===== src/rtl/ps2_host_tx_if.sv =====
// CPU-side command/status bundle for the PS/2 host transmitter.
// The master drives a byte request; the slave (transmitter) reports progress and result.
interface ps2_host_tx_if;
    logic       tx_valid;
    logic [7:0] tx_data;
    logic       tx_ready;
    logic       busy;
    logic       done;
    logic       ack_ok;
    logic       error;

    modport master (
        output tx_valid, tx_data,
        input  tx_ready, busy, done, ack_ok, error
    );

    modport slave (
        input  tx_valid, tx_data,
        output tx_ready, busy, done, ack_ok, error
    );
endinterface


===== src/rtl/ps2_host_tx.sv =====
// PS/2 host-to-device transmitter: inhibit, request-to-send, 11-bit frame, ACK capture.
// Define PS2_HOST_TX_RETRY_EN to retry a NACKed or timed-out byte up to 3 times.
module ps2_host_tx #(
    parameter int unsigned InhibitCycles = 10000,
    parameter int unsigned TimeoutCycles = 1500000,
    parameter int unsigned SyncStages    = 2
) (
    input  logic         clk_i,
    input  logic         rst_ni,
    ps2_host_tx_if.slave tx_if,
    input  logic         ps2_clk_i,
    input  logic         ps2_data_i,
    output logic         ps2_clk_oe_o,
    output logic         ps2_data_oe_o
);

    localparam int unsigned InhW = (InhibitCycles > 1) ? $clog2(InhibitCycles) : 1;
    localparam int unsigned ToW  = $clog2(TimeoutCycles + 1);

    typedef enum logic [2:0] {StIdle, StInhibit, StXfer, StAck, StWaitIdle} state_e;

    state_e                state_q, state_d;
    logic [SyncStages-1:0] clk_sync_q, data_sync_q;
    logic                  clk_prev_q;
    logic [InhW-1:0]       inh_cnt_q, inh_cnt_d;
    logic [ToW-1:0]        to_cnt_q, to_cnt_d;
    logic [3:0]            bit_cnt_q, bit_cnt_d;
    logic [9:0]            shift_q, shift_d;
    logic                  clk_oe_q, clk_oe_d;
    logic                  data_oe_q, data_oe_d;
    logic                  done_q, done_d;
    logic                  error_q, error_d;
    logic                  ack_ok_q, ack_ok_d;
    logic                  ack_int_q, ack_int_d;

    logic clk_s, data_s, clk_fall, accept, timeout, restart, retry_ok;

    assign clk_s    = clk_sync_q[SyncStages-1];
    assign data_s   = data_sync_q[SyncStages-1];
    assign clk_fall = clk_prev_q & ~clk_s;
    assign accept   = tx_if.tx_valid && (state_q == StIdle);
    assign timeout  = (state_q inside {StXfer, StAck, StWaitIdle}) &&
                      (to_cnt_q == ToW'(TimeoutCycles - 1));

`ifdef PS2_HOST_TX_RETRY_EN
    logic [1:0] retry_cnt_q, retry_cnt_d;

    assign retry_ok = (retry_cnt_q != 2'd3);

    always_comb begin
        retry_cnt_d = retry_cnt_q;
        if (accept) begin
            retry_cnt_d = '0;
        end else if (restart) begin
            retry_cnt_d = retry_cnt_q + 2'd1;
        end
    end

    always_ff @(posedge clk_i or negedge rst_ni) begin
        if (!rst_ni) begin
            retry_cnt_q <= '0;
        end else begin
            retry_cnt_q <= retry_cnt_d;
        end
    end
`else
    assign retry_ok = 1'b0;
`endif

    always_comb begin
        state_d   = state_q;
        inh_cnt_d = inh_cnt_q;
        to_cnt_d  = to_cnt_q;
        bit_cnt_d = bit_cnt_q;
        shift_d   = shift_q;
        clk_oe_d  = clk_oe_q;
        data_oe_d = data_oe_q;
        done_d    = 1'b0;
        error_d   = 1'b0;
        ack_ok_d  = ack_ok_q;
        ack_int_d = ack_int_q;
        restart   = 1'b0;

        if (state_q inside {StXfer, StAck, StWaitIdle}) begin
            to_cnt_d = to_cnt_q + ToW'(1);
        end

        unique case (state_q)
            StIdle: begin
                if (accept) begin
                    shift_d   = {1'b1, ~^tx_if.tx_data, tx_if.tx_data};
                    state_d   = StInhibit;
                    clk_oe_d  = 1'b1;
                    data_oe_d = 1'b0;
                    inh_cnt_d = '0;
                end
            end
            StInhibit: begin
                if (inh_cnt_q == InhW'(InhibitCycles - 1)) begin
                    // Start bit and clock release together form the request-to-send.
                    clk_oe_d  = 1'b0;
                    data_oe_d = 1'b1;
                    to_cnt_d  = '0;
                    bit_cnt_d = '0;
                    state_d   = StXfer;
                end else begin
                    inh_cnt_d = inh_cnt_q + InhW'(1);
                end
            end
            StXfer: begin
                if (clk_fall) begin
                    // shift_q[9] is the stop bit, so edge 10 releases the line.
                    data_oe_d = ~shift_q[bit_cnt_q];
                    bit_cnt_d = bit_cnt_q + 4'd1;
                    if (bit_cnt_q == 4'd9) begin
                        state_d = StAck;
                    end
                end
            end
            StAck: begin
                if (clk_fall) begin
                    ack_int_d = ~data_s;
                    state_d   = StWaitIdle;
                end
            end
            StWaitIdle: begin
                if (clk_s && data_s) begin
                    if (!ack_int_q && retry_ok) begin
                        restart = 1'b1;
                    end else begin
                        done_d   = 1'b1;
                        ack_ok_d = ack_int_q;
                        state_d  = StIdle;
                    end
                end
            end
            default: state_d = StIdle;
        endcase

        if (timeout) begin
            clk_oe_d  = 1'b0;
            data_oe_d = 1'b0;
            done_d    = 1'b0;
            ack_ok_d  = ack_ok_q;
            ack_int_d = ack_int_q;
            if (retry_ok) begin
                restart = 1'b1;
            end else begin
                error_d = 1'b1;
                state_d = StIdle;
            end
        end

        if (restart) begin
            state_d   = StInhibit;
            clk_oe_d  = 1'b1;
            data_oe_d = 1'b0;
            inh_cnt_d = '0;
        end
    end

    always_ff @(posedge clk_i or negedge rst_ni) begin
        if (!rst_ni) begin
            clk_sync_q  <= '1;
            data_sync_q <= '1;
            clk_prev_q  <= 1'b1;
            state_q     <= StIdle;
            inh_cnt_q   <= '0;
            to_cnt_q    <= '0;
            bit_cnt_q   <= '0;
            shift_q     <= '0;
            clk_oe_q    <= 1'b0;
            data_oe_q   <= 1'b0;
            done_q      <= 1'b0;
            error_q     <= 1'b0;
            ack_ok_q    <= 1'b0;
            ack_int_q   <= 1'b0;
        end else begin
            clk_sync_q  <= {clk_sync_q[SyncStages-2:0], ps2_clk_i};
            data_sync_q <= {data_sync_q[SyncStages-2:0], ps2_data_i};
            clk_prev_q  <= clk_s;
            state_q     <= state_d;
            inh_cnt_q   <= inh_cnt_d;
            to_cnt_q    <= to_cnt_d;
            bit_cnt_q   <= bit_cnt_d;
            shift_q     <= shift_d;
            clk_oe_q    <= clk_oe_d;
            data_oe_q   <= data_oe_d;
            done_q      <= done_d;
            error_q     <= error_d;
            ack_ok_q    <= ack_ok_d;
            ack_int_q   <= ack_int_d;
        end
    end

    assign tx_if.tx_ready = (state_q == StIdle);
    assign tx_if.busy     = (state_q != StIdle);
    assign tx_if.done     = done_q;
    assign tx_if.ack_ok   = ack_ok_q;
    assign tx_if.error    = error_q;
    assign ps2_clk_oe_o   = clk_oe_q;
    assign ps2_data_oe_o  = data_oe_q;

endmodule


===== src/flat_wrapper.sv =====
// flat-port wrapper written by rule: the top's interface ports become plain ports
module ps2_host_tx_flat 
#(
    parameter int unsigned InhibitCycles = 10000,
    parameter int unsigned TimeoutCycles = 1500000,
    parameter int unsigned SyncStages    = 2
)
  (clk_i, rst_ni, ps2_clk_i, ps2_data_i, ps2_clk_oe_o, ps2_data_oe_o, tx_if_tx_valid, tx_if_tx_data, tx_if_tx_ready, tx_if_busy, tx_if_done, tx_if_ack_ok, tx_if_error);
  ps2_host_tx_if tx_if_i ();
  input  logic clk_i;
  input  logic rst_ni;
  input  logic ps2_clk_i;
  input  logic ps2_data_i;
  output logic ps2_clk_oe_o;
  output logic ps2_data_oe_o;
  input wire logic [$bits(tx_if_i.tx_valid)-1:0] tx_if_tx_valid;
  input wire logic [$bits(tx_if_i.tx_data)-1:0] tx_if_tx_data;
  output wire logic [$bits(tx_if_i.tx_ready)-1:0] tx_if_tx_ready;
  output wire logic [$bits(tx_if_i.busy)-1:0] tx_if_busy;
  output wire logic [$bits(tx_if_i.done)-1:0] tx_if_done;
  output wire logic [$bits(tx_if_i.ack_ok)-1:0] tx_if_ack_ok;
  output wire logic [$bits(tx_if_i.error)-1:0] tx_if_error;
  assign tx_if_i.tx_valid = tx_if_tx_valid;
  assign tx_if_i.tx_data = tx_if_tx_data;
  assign tx_if_tx_ready = tx_if_i.tx_ready;
  assign tx_if_busy = tx_if_i.busy;
  assign tx_if_done = tx_if_i.done;
  assign tx_if_ack_ok = tx_if_i.ack_ok;
  assign tx_if_error = tx_if_i.error;
  ps2_host_tx #(.InhibitCycles(InhibitCycles), .TimeoutCycles(TimeoutCycles), .SyncStages(SyncStages)) u_core (.clk_i(clk_i), .rst_ni(rst_ni), .tx_if(tx_if_i), .ps2_clk_i(ps2_clk_i), .ps2_data_i(ps2_data_i), .ps2_clk_oe_o(ps2_clk_oe_o), .ps2_data_oe_o(ps2_data_oe_o));
endmodule

===== config.mk =====
export PLATFORM = sky130hd
export DESIGN_NAME = ps2_host_tx_flat
export DESIGN_NICKNAME = d
export VERILOG_FILES = /design/src/rtl/ps2_host_tx_if.sv /design/src/rtl/ps2_host_tx.sv /design/src/flat_wrapper.sv
export SDC_FILE = /design/constraint.sdc
export NUM_CORES = 1
export LEC_CHECK = 0
export ABC_AREA = 1
export CAP_MARGIN = 20
export CORE_MARGIN = 2
export CORE_UTILIZATION = 40
export CTS_CLUSTER_DIAMETER = 80
export DETAILED_ROUTE_END_ITERATION = 16
export PLACE_DENSITY = 0.63
export SKIP_LAST_GASP = 1
export SLEW_MARGIN = 20
export SYNTH_ARGS = -nofsm -noshare
export SYNTH_HDL_FRONTEND = slang
export SYNTH_SLANG_ARGS = --single-unit

===== constraint.sdc =====
create_clock -name clk_i -period 1.85 [get_ports clk_i]
set_input_delay 0.37 -clock clk_i [delete_from_list [all_inputs] [get_ports clk_i]]
set_output_delay 0.37 -clock clk_i [all_outputs]
set_load 0.005 [all_outputs]

==> qor.txt <==
Die W -> 100.5 um
Slew Limit Fails -> 0
Sequential share of the synthesized area -> 0.4252
P_int -> 3252 uW
Clock Power Share -> 0.238
Remaining DRCs -> 0
Hold buffer count at CTS -> 0
DR iter-0 viols -> 156
CP Capture Type -> output port
Grt total ovfl -> 0
CTS sink count -> 63
Die Footprint -> 10090 um2
Final setup fails -> 0
Clk root buf -> clkbuf_8
Total power -> 5315 uW
Gpl congestion -> 0.8915
Starting density of the core -> 0.4067
FP Rows -> 35
Final Cycle Share -> 0.9554
Clk_skew -> 0.007125 ns
Warning count from the yosys run -> 0
Detail Route Antenna Nets -> 0
Final hold viol count -> 0
Inst Count DP -> 620
Largest cells by area after synthesis -> dfrtp_1 39%, nand2_1 11%, inv_1 6.4%
Net Sw Frac -> 0.3882
Htree depth -> 3
Synthesis-to-finish area growth -> 18.49%
CP Data Required Time -> 1.48 ns
Normalized max-slew margin -> 0.7151
Worst-margin pin slew -> 0.4273 ns
Fin crit period -> 1.767 ns
Worst hold slack -> 0.02082 ns
Max VDD drop -> 0.6309 mV
Leakage power -> 0.002079 uW
Initial antenna violation count -> 0
CP Class -> flop to output port
Final WL -> 8337 um
CTS Buf Count -> 9
Via count -> 3232
Vias per cell -> 5.050
Cell count after synthesis -> 480
Arrival @ worst endpoint -> 1.40 ns
Fin util -> 0.4819
Run status -> completed
DRT Pass-1 Iters -> 5
Io pins -> 20
Seq pwr share -> 0.365
Avg Inst Size Synth -> 7.755 um2
Vias in the first global route -> 3259
Share of cells above drive strength 1 -> 0.1588
Post-synth ARST share -> 1.000
Top_reg_cell synth -> dfrtp_1
TritonCTS clock tree -> yes
Top cell type's share of synthesized area -> 0.3899
Yosys reg bits -> 63
Antenna cells -> 0
Fmax -> 0.5658 GHz
Post-synth EDFFs -> 0
Die height -> 100.5 um
Nets -> 541
Largest net degree at the start of global routing -> 64
Comb pwr share -> 0.398
Worst-Skew Late Latency -> 0.35 ns
First-pass GRT wire length -> 14660 um
Crit start category -> flop
DR WL/cell -> 13.03 um
P per Cell Area -> 1205 nW/um2
Most frequent cells in the layout -> 110 x nand2_1, 62 x inv_1, 57 x dfrtp_1, 47 x nor2_1, 38 x nand3_1
Deepest clock path buffer count -> 2
CP max FO -> 4
Worst Hold Class -> input pin to async pin
Synth area leader -> dfrtp_1
Max Cap Violations -> 0
DP HPWL -> 6171 um
Clock Pin Slew Worst Setup and Hold Paths -> 0.07 ns
Most common cell after layout, fill and taps aside -> nand2_1
Non-filler instance count after layout -> 640
Post-synthesis cell type count -> 46
Placement-stage cell area -> 4161 um2
NetSw -> 2063 uW
Area of the mapped netlist -> 3722 um2
Syn nets -> 497
Port bufs -> 19
Overall Global Routing Usage -> 0.1830
Core box area -> 9153 um2
Finished layout cell area -> 4410 um2
==> final timing paths <==
check | cells after the start | end | slack (ns) | from
max in group asynchronous | 2 | u_core.clk_prev_q | 1.50 | rst_ni
worst min-delay path | 2 | u_core.to_cnt_q[11] | 0.02 | rst_ni
worst max register to register | 10 | u_core.to_cnt_q[19] | 0.13 | u_core.state_q[2]
worst max-delay path | 6 | tx_if_busy | 0.08 | u_core.state_q[0]
min in group clk_i | 0 | u_core.data_sync_q[1] | 0.36 | u_core.data_sync_q[0]
worst min register to register | 0 | u_core.data_sync_q[1] | 0.36 | u_core.data_sync_q[0]
==> synth_stat cells, types with 2 or more instances <==
cell / n
o31ai_1: 2
dfrtp_1: 58
inv_2: 8
nor3_1: 16
clkbuf_1: 3
nor2_1: 47
dfstp_2: 5
buf_2: 3
inv_1: 63
ha_1: 4
nor2_4: 5
nand3_1: 38
nand3b_1: 2
o211ai_1: 3
o21ai_1: 13
a21oi_1: 20
nor3_4: 2
nor3_2: 3
nand2_1: 111
o21ai_0: 12
o22ai_1: 5
nand4_1: 8
nand3_2: 4
nand2_2: 3
nor2_2: 3
xor2_1: 10
nand2_4: 3
xnor2_1: 8
==> worst max-delay path, cell delays in order (launching register included) <==
cell,delay [ns]
dfrtp_1,0.41
inv_2,0.09
nand2_4,0.06
nor2_4,0.10
buf_4,0.12
inv_2,0.06
clkdlybuf4s15_1,0.20
==> cell type report <==
class	instances	area [um2]
Sequential cell	63	1584
Multi-Input combinational cell	338	1842
Fill cell	871	4742
Tap cell	111	138.9
Clock inverter	3	40.04
Inverter	72	270.3
Clock buffer	13	168.9
Timing Repair Buffer	40	366.6
==> power groups by stage <==
stage	clock network (uW)	registers (uW)	logic (uW)
2_1_floorplan	0	1900	1410
3_3_place_gp	0	1950	2020
3_5_place_dp	0	1960	2050
4_1_cts	1300	1940	2110
5_1_grt	1370	1970	2390
6_report	1260	1940	2110
==> flip-flops by register name (all words and copies together), names as in the netlist, 2 cells and up <==
| register | count |
|---|---|
| u_core.bit_cnt_q | 4 |
| u_core.clk_sync_q | 2 |
| u_core.data_sync_q | 2 |
| u_core.inh_cnt_q | 14 |
| u_core.shift_q | 10 |
| u_core.state_q | 3 |
| u_core.to_cnt_q | 21 |
==> per-layer routing <==
metal	part of all wire	vias up	wire length (um)	GRT usage
li1	-	1636	-	-
met1	0.47	1526	3896	0.2277
met2	0.48	50	3978	0.3010
met3	0.030	20	254	0.04854
met4	0.025	0	207	0.07692
met5	0	-	0	0
==> metrics by stage <==
step / setup WS, ns / TNS [ns]
2_1_floorplan: 0.1918 / 0
3_3_place_gp: 0.1183 / 0
3_5_place_dp: 0.1182 / 0
4_1_cts: -0.01498 / -0.01498
5_1_grt: -0.008384 / -0.008384
6_report: 0.08253 / 0
==> repair_timing <==
item,4_1_cts,5_1_grt
endpoints found under the setup margin,2,5
setup buffers,4,0
resized for setup,4,4
pin swaps,1,0
==> cell families after synthesis <==
kind of cell | synth area share
buffers and inverters | 0.08269
AND/OR/NAND/NOR | 0.3358
AO/OA/AOI/OAI | 0.1005
flip-flops | 0.4252
adder cells (fa/ha/maj) | 0.01345
XOR/XNOR | 0.04235
Note: power is estimated with default switching activity, not from simulation.
